## src/rtl/mandelbrot_iter_ctrl.sv

```systemverilog
// Mandelbrot point iterator: drives an external combinational z^2+c ALU, one iteration per clock.
// Result after count+2 cycles on escape, max_iter+1 on limit; result holds in DONE until out_ready.
module mandelbrot_iter_ctrl #(
    parameter int WIDTH  = 8,
    parameter int ITER_W = 8
) (
    input  logic              clk,
    input  logic              rst,
    input  logic              in_valid,
    output logic              in_ready,
    input  logic [WIDTH-1:0]  in_cr,
    input  logic [WIDTH-1:0]  in_ci,
    input  logic [ITER_W-1:0] in_max_iter,
    output logic              out_valid,
    input  logic              out_ready,
    output logic [ITER_W-1:0] out_iter,
    output logic              out_escaped,
    output logic              busy,
    input  logic              abort,
    output logic [WIDTH-1:0]  alu_cr,
    output logic [WIDTH-1:0]  alu_ci,
    output logic [WIDTH-1:0]  alu_zr,
    output logic [WIDTH-1:0]  alu_zi,
    input  logic [WIDTH-1:0]  alu_zr_next,
    input  logic [WIDTH-1:0]  alu_zi_next,
    input  logic              alu_size,
    input  logic              alu_overflow
);

    typedef enum logic [1:0] {
        S_IDLE = 2'd0,
        S_RUN  = 2'd1,
        S_DONE = 2'd2
    } state_t;

    state_t            r_state;
    state_t            w_next;
    logic [WIDTH-1:0]  r_cr;
    logic [WIDTH-1:0]  r_ci;
    logic [WIDTH-1:0]  r_zr;
    logic [WIDTH-1:0]  r_zi;
    logic [ITER_W-1:0] r_max;
    logic [ITER_W-1:0] r_cnt;
    logic [ITER_W-1:0] r_out_iter;
    logic              r_out_esc;

    logic              w_accept;
    logic              w_escape;
    logic              w_limit;
    logic              w_step;
    logic [ITER_W:0]   w_cnt_inc;

    // One extra bit so max_iter = 2^ITER_W-1 is reached without the compare wrapping.
    assign w_cnt_inc = {1'b0, r_cnt} + {{ITER_W{1'b0}}, 1'b1};

    always_ff @(posedge clk) begin
        if (rst) begin
            r_state <= S_IDLE;
        end else begin
            r_state <= w_next;
        end
    end

    always_comb begin
        w_next   = r_state;
        w_accept = 1'b0;
        w_escape = 1'b0;
        w_limit  = 1'b0;
        w_step   = 1'b0;
        case (r_state)
            S_IDLE: begin
                if (in_valid) begin
                    w_accept = 1'b1;
                    w_next   = (in_max_iter == '0) ? S_DONE : S_RUN;
                end
            end
            S_RUN: begin
                if (abort) begin
                    w_next = S_IDLE;
                end else if (alu_size || alu_overflow) begin
                    w_escape = 1'b1;
                    w_next   = S_DONE;
                end else if (w_cnt_inc == {1'b0, r_max}) begin
                    w_limit = 1'b1;
                    w_next  = S_DONE;
                end else begin
                    w_step = 1'b1;
                end
            end
            S_DONE: begin
                if (out_ready) begin
                    w_next = S_IDLE;
                end
            end
            default: w_next = S_IDLE;
        endcase
    end

    always_ff @(posedge clk) begin
        if (rst) begin
            r_cr       <= '0;
            r_ci       <= '0;
            r_zr       <= '0;
            r_zi       <= '0;
            r_max      <= '0;
            r_cnt      <= '0;
            r_out_iter <= '0;
            r_out_esc  <= 1'b0;
        end else begin
            if (w_accept) begin
                r_cr       <= in_cr;
                r_ci       <= in_ci;
                r_max      <= in_max_iter;
                r_zr       <= '0;
                r_zi       <= '0;
                r_cnt      <= '0;
                r_out_iter <= '0;
                r_out_esc  <= 1'b0;
            end
            // Escape leaves z untouched so the escaping orbit point stays visible.
            if (w_escape) begin
                r_out_iter <= r_cnt;
                r_out_esc  <= 1'b1;
            end
            if (w_limit) begin
                r_out_iter <= r_max;
                r_out_esc  <= 1'b0;
                r_zr       <= alu_zr_next;
                r_zi       <= alu_zi_next;
            end
            if (w_step) begin
                r_zr  <= alu_zr_next;
                r_zi  <= alu_zi_next;
                r_cnt <= w_cnt_inc[ITER_W-1:0];
            end
        end
    end

    assign in_ready    = (r_state == S_IDLE);
    assign busy        = (r_state == S_RUN);
    assign out_valid   = (r_state == S_DONE);
    assign out_iter    = r_out_iter;
    assign out_escaped = r_out_esc;
    assign alu_cr      = r_cr;
    assign alu_ci      = r_ci;
    assign alu_zr      = r_zr;
    assign alu_zi      = r_zi;

endmodule
```

## config.mk

```make
export PLATFORM = sky130hd
export DESIGN_NAME = mandelbrot_iter_ctrl
export DESIGN_NICKNAME = d
export VERILOG_FILES = /design/src/rtl/mandelbrot_iter_ctrl.sv
export SDC_FILE = /design/constraint.sdc
export NUM_CORES = 1
export LEC_CHECK = 0
export CORE_ASPECT_RATIO = 0.5
export CORE_UTILIZATION = 45
export CTS_CLUSTER_SIZE = 20
export DETAILED_ROUTE_END_ITERATION = 7
export PLACE_DENSITY = 0.78
export RECOVER_POWER = 25
export SLEW_MARGIN = 30
export SYNTH_ARGS = -nofsm -noshare
export SYNTH_HDL_FRONTEND = slang
export SYNTH_SLANG_ARGS = --single-unit
```

## constraint.sdc

```tcl
create_clock -name clk -period 3.1 [get_ports clk]
set_input_delay 0.62 -clock clk [delete_from_list [all_inputs] [get_ports clk]]
set_output_delay 0.62 -clock clk [all_outputs]
set_load 0.03 [all_outputs]
```

# Word level (Yosys, flattened, before mapping)
# Cells that the tools add are included.
# totals
regBits	59
output_inout_bits	44
# op_classes
n_addsub	1
muxes	30
n_reduce_logical	9
eq_ne	6
# ops
operator	count
$mux W8	8
$mux W1	15
$mux W2	6
$add A8 B1 Y9 const B	1
$eq A9 B8 Y1	1
$logic_not A8 Y1	1
$pmux W2 S3	1
$reduce_bool A3 Y1	2
$ne A4 B1 Y1 const B	1
$reduce_bool A2 Y1	2
$reduce_and A3 Y1	1
$eq A2 B1 Y1 const B	1
$eq A2 B2 Y1 const B	1
$logic_not A2 Y1	1
$ne A2 B1 Y1 const B	1
$ne A2 B2 Y1 const B	1
$reduce_or A2 Y1	1
$logic_or A1 B1 Y1	1

# Depth between registers and ports, before layout
# depth
depth_word	8
mapped_depth	8

# Worst setup path after synthesis
# Ideal clock, no wire load.
# synth_timing
path_type	register to register
from	reg r_cnt[0]
to	reg r_out_iter[1] (netlist: out_iter[1])
arrival_time_ps	2408
setup_time_ps	122
t_required_ps	2978
path_slack_ps	570
stages_incl_launch_ff	8
cell_sequence	dfxtp_1 ha_1 and3_1 nand3_1 a2111o_1 or4_4 o2111a_2 a221o_1
# synth_between
elab_chain_cells	7
elab_cells_between_ends	8
# synth_rtl
element	line	source
start, declared	43	logic [ITER_W-1:0] r_cnt;
start signal, assigned	134	r_cnt <= w_cnt_inc[ITER_W-1:0];
$add A8 B1 Y9 (*)	54	assign w_cnt_inc = {1'b0, r_cnt} + {{ITER_W{1'b0}}, 1'b1};
$eq A9 B8 Y1 (*)	83	end else if (w_cnt_inc == {1'b0, r_max}) begin
$mux W1 (*)	83	
$mux W1 (*)	80	end else if (alu_size || alu_overflow) begin
$mux W1 (*)	78	if (abort) begin
$mux W1 (*)	70	case (r_state)
$reduce_bool A3 Y1 (no source line) or $mux W8 (tied branches)	-	
end signal, assigned	122	r_out_iter <= r_cnt;
end signal, assigned	126	r_out_iter <= r_max;
end, declared	44	logic [ITER_W-1:0] r_out_iter;
# Every way passes the cells marked *; elsewhere a longest branch is shown, timed or not.
# A chain may end at the register's enable or synchronous reset.

# Final worst setup path
# layout_timing
from	reg r_cnt[0]
to	reg r_out_iter[4] (netlist: out_iter[4])
# Same word-level chain as after synthesis.

==> metrics <==
status=finished clean; I/O pin total=between 90 and 100; IO buf count=90; Core ar.=between 5000 and 6000 sq um; startpoint types=register; crit path time final=~2800 ps; Final Hold Vio Count=0; Worst-path clk slew=about 50 ps; root buf cell=clkbuf_16; FF-to-FF path depth=7; WHS Path Cells=2; Max-Cap Viols=0; # DRC=0; DRT iter0 DRCs=approximately 120; Final Max Tran Viols=0; EDFF count, synth=0; Hold Path Origin=alu_cr[3]$_SDFFE_PP0P_; reg2reg start=r_cnt[0]$_SDFFE_PP0P_; RSZ-0062 raised after global routing=false; DRT antenna net count=0; Site Rows=18; met3 Track Usage GR=0.0838; sequential area share after synthesis=0.463; hpwl dp=~4900 um; H-tree depth=3; CP endpoint kind=register; post-synth top area share=0.463; Setup CP Type=register to register; Hold Buf Count CTS=0; total power=slightly above 2 mW; diode count=0; clock skew=~6 ps; Seq cells post-synth=~60; final core utilization=0.731; top-count cell post-synth=nand2_1; clk sink count=59; synth warn=0; pwr/cell area=about 550 nW/um^2; Die Y=approximately 55 um; share of layout cells above drive strength 1=0.0647; Slew @ Worst Pin=812 ps; pre-CTS setup slack=roughly 320 ps; Sw Ratio=0.222; drt pass-1 iters=4; initial core utilization=0.493; most instantiated cells after synthesis=nand2_1 (72), dfxtp_1 (59), a21oi_1 (48), nand3_1 (26), clkbuf_1 (15); Net Sw Power=0.461 mW; grt ovf=0; cell taking the most area after synthesis=dfxtp_1; CP arrival=roughly 3000 ps; post-cts resize count=0; Final WS setup=about 280 ps; drt wl/cell=around 15 um; setup TNS=0 ps; met2 Resource Use GR=0.421; Max Root-Sink Buffers=2; initial antenna violation count=0; Slew HR=0.459; Area growth syn-to-layout=48.4%; r2r endpoint=out_iter[4]$_SDFFE_PP0P_; GR Layer Usage met1=0.299; Synth cell types=43; later-pin clock latency in the skew report=roughly 330 ps; Filler Cells Inserted=between 400 and 500; post-synthesis cell area=about 2600 sq um; Hold Crit Class=register to register; post-synthesis instance total=around 310; period utilization=0.909; Post-synth ARST share=0; vias in the first global route=2,462; TritonCTS clock tree=built; Seq pwr share=0.387; GPL Wtd Cong=approximately 0.9; Leakage=between 1 and 1.5 nW; cts bufs inserted=9; Max Fclk=between 300 and 400 MHz; pin count of the biggest net entering global routing=48; VDD IR max=between 0.4 and 0.5 mV; die area=~6000 sq um; WP data required=between 3000 and 4000 ps; hold path endpoint=alu_cr[3]$_SDFFE_PP0P_; CP Max Fanout=8; Synth Flop Type=dfxtp_1; nets@finish=between 400 and 500; internal power=1.61 mW; synth top area cells=dfxtp_1 (46%), nand2_1 (11%), a21oi_1 (9.4%); hold slack=between 400 and 500 ps; GRT busiest layer=met2; GR Util All Layers=0.254; vias per cell=~5.3; Mean Syn Cell Area=approximately 8.1 sq um; Die X=108 um; first-pass GRT wire length=about 12,000 um; drt total wl=around 7000 um; post-CTS setup repair buffer count=0; Worst R2R Setup Slack=~280 ps; syn_nets=approximately 360; Clock power frac=0.502; Comb power frac=0.111; Via Count=roughly 2,500; Final setup viols=0
power by group through the flow:
| stage | registers [mW] | logic [mW] | clock network [mW] |
|---|---|---|---|
| finish | 0.802 | 0.230 | 1.04 |
| global route | 0.804 | 0.249 | 1.09 |
| CTS | 0.802 | 0.235 | 1.05 |
| detailed placement | 0.816 | 0.233 | 0 |
| global placement | 0.815 | 0.229 | 0 |
| floorplan | 0.843 | 0.0890 | 0 |
cell families (layout without fill, tap and decap cells):
logic type | count (synthesis) | after routing | synth area share
AOI/OAI and AO/OA | 76 | 76 | 0.192
xor gates and xnor gates | 8 | 8 | 0.0275
adders and majority gates | 1 | 1 | 0.00490
buffers and inverters | 25 | 113 | 0.0412
DFF | 59 | 59 | 0.463
muxes | 2 | 2 | 0.00883
and+or+nand+nor | 143 | 143 | 0.263
registers in the layout, summed over array words and instances, names as in the netlist:
| name | count |
|---|---|
| r_cnt | 8 |
| r_state | 2 |
| alu_zi | 8 |
| out_iter | 8 |
| alu_zr | 8 |
| r_max | 8 |
| alu_cr | 8 |
| out_escaped | 1 |
| alu_ci | 8 |
layer usage:
metal	wire, um	part of all wire
met5	0	0
met4	184	0.026
met3	299	0.042
met2	3510	0.49
met1	3170	0.44
cell type report:
type	count	area [sq um]	area share
Multi-Input combinational cell	230	1260	0.334
Sequential cell	59	1180	0.312
Timing Repair Buffer	96	935	0.247
Clock buffer	13	250	0.0661
Tap cell	70	87.6	0.0231
Clock inverter	2	60.1	0.0159
Inverter	2	7.51	0.00198
worst max-delay path by stage:
| stage | startpoint | end |
|---|---|---|
| after global placement | r_cnt[0]$_SDFFE_PP0P_ | out_iter[2]$_SDFFE_PP0P_ |
| final | r_cnt[0]$_SDFFE_PP0P_ | out_iter[4]$_SDFFE_PP0P_ |
| after global routing | r_cnt[0]$_SDFFE_PP0P_ | out_iter[4]$_SDFFE_PP0P_ |
| after CTS | r_cnt[0]$_SDFFE_PP0P_ | out_iter[4]$_SDFFE_PP0P_ |
| after detailed placement | r_cnt[0]$_SDFFE_PP0P_ | out_iter[4]$_SDFFE_PP0P_ |
| after floorplan | r_cnt[0]$_SDFFE_PP0P_ | out_iter[1]$_SDFFE_PP0P_ |
layout by cell type, fill, tap and decap left out, types with 2 or more instances in the layout:
master	count
nor2_1	11
and2_1	12
a221o_1	8
mux2_2	2
nand2_1	72
bufinv_16	2
xor2_1	6
clkbuf_1	4
o21ai_0	3
a21oi_1	48
xnor2_1	2
dlygate4sd3_1	22
inv_1	2
dfxtp_1	59
nand2b_1	3
nor2b_1	4
nand3_1	26
nand4_1	3
clkbuf_16	9
o21bai_1	4
nor4_1	2
buf_4	4
and3_1	2
or3b_2	2
clkdlybuf4s50_1	67
critical path, stage by stage (launching register included):
cell and delay [ps]:
dfxtp_1 470, ha_1 300, and3_1 220, nand3_1 120, a2111o_1 420, or4_4 460
o2111a_2 340, a221o_1 370
stage by stage:
step                instances  instance area [sq um]
floorplan                 314                   2550
CTS                       472                   3790
finish                    472                   3790
detailed placement        457                   3480
global placement          457                   3480
global route              472                   3790
No activity file was read; power rests on OpenSTA's default activity.
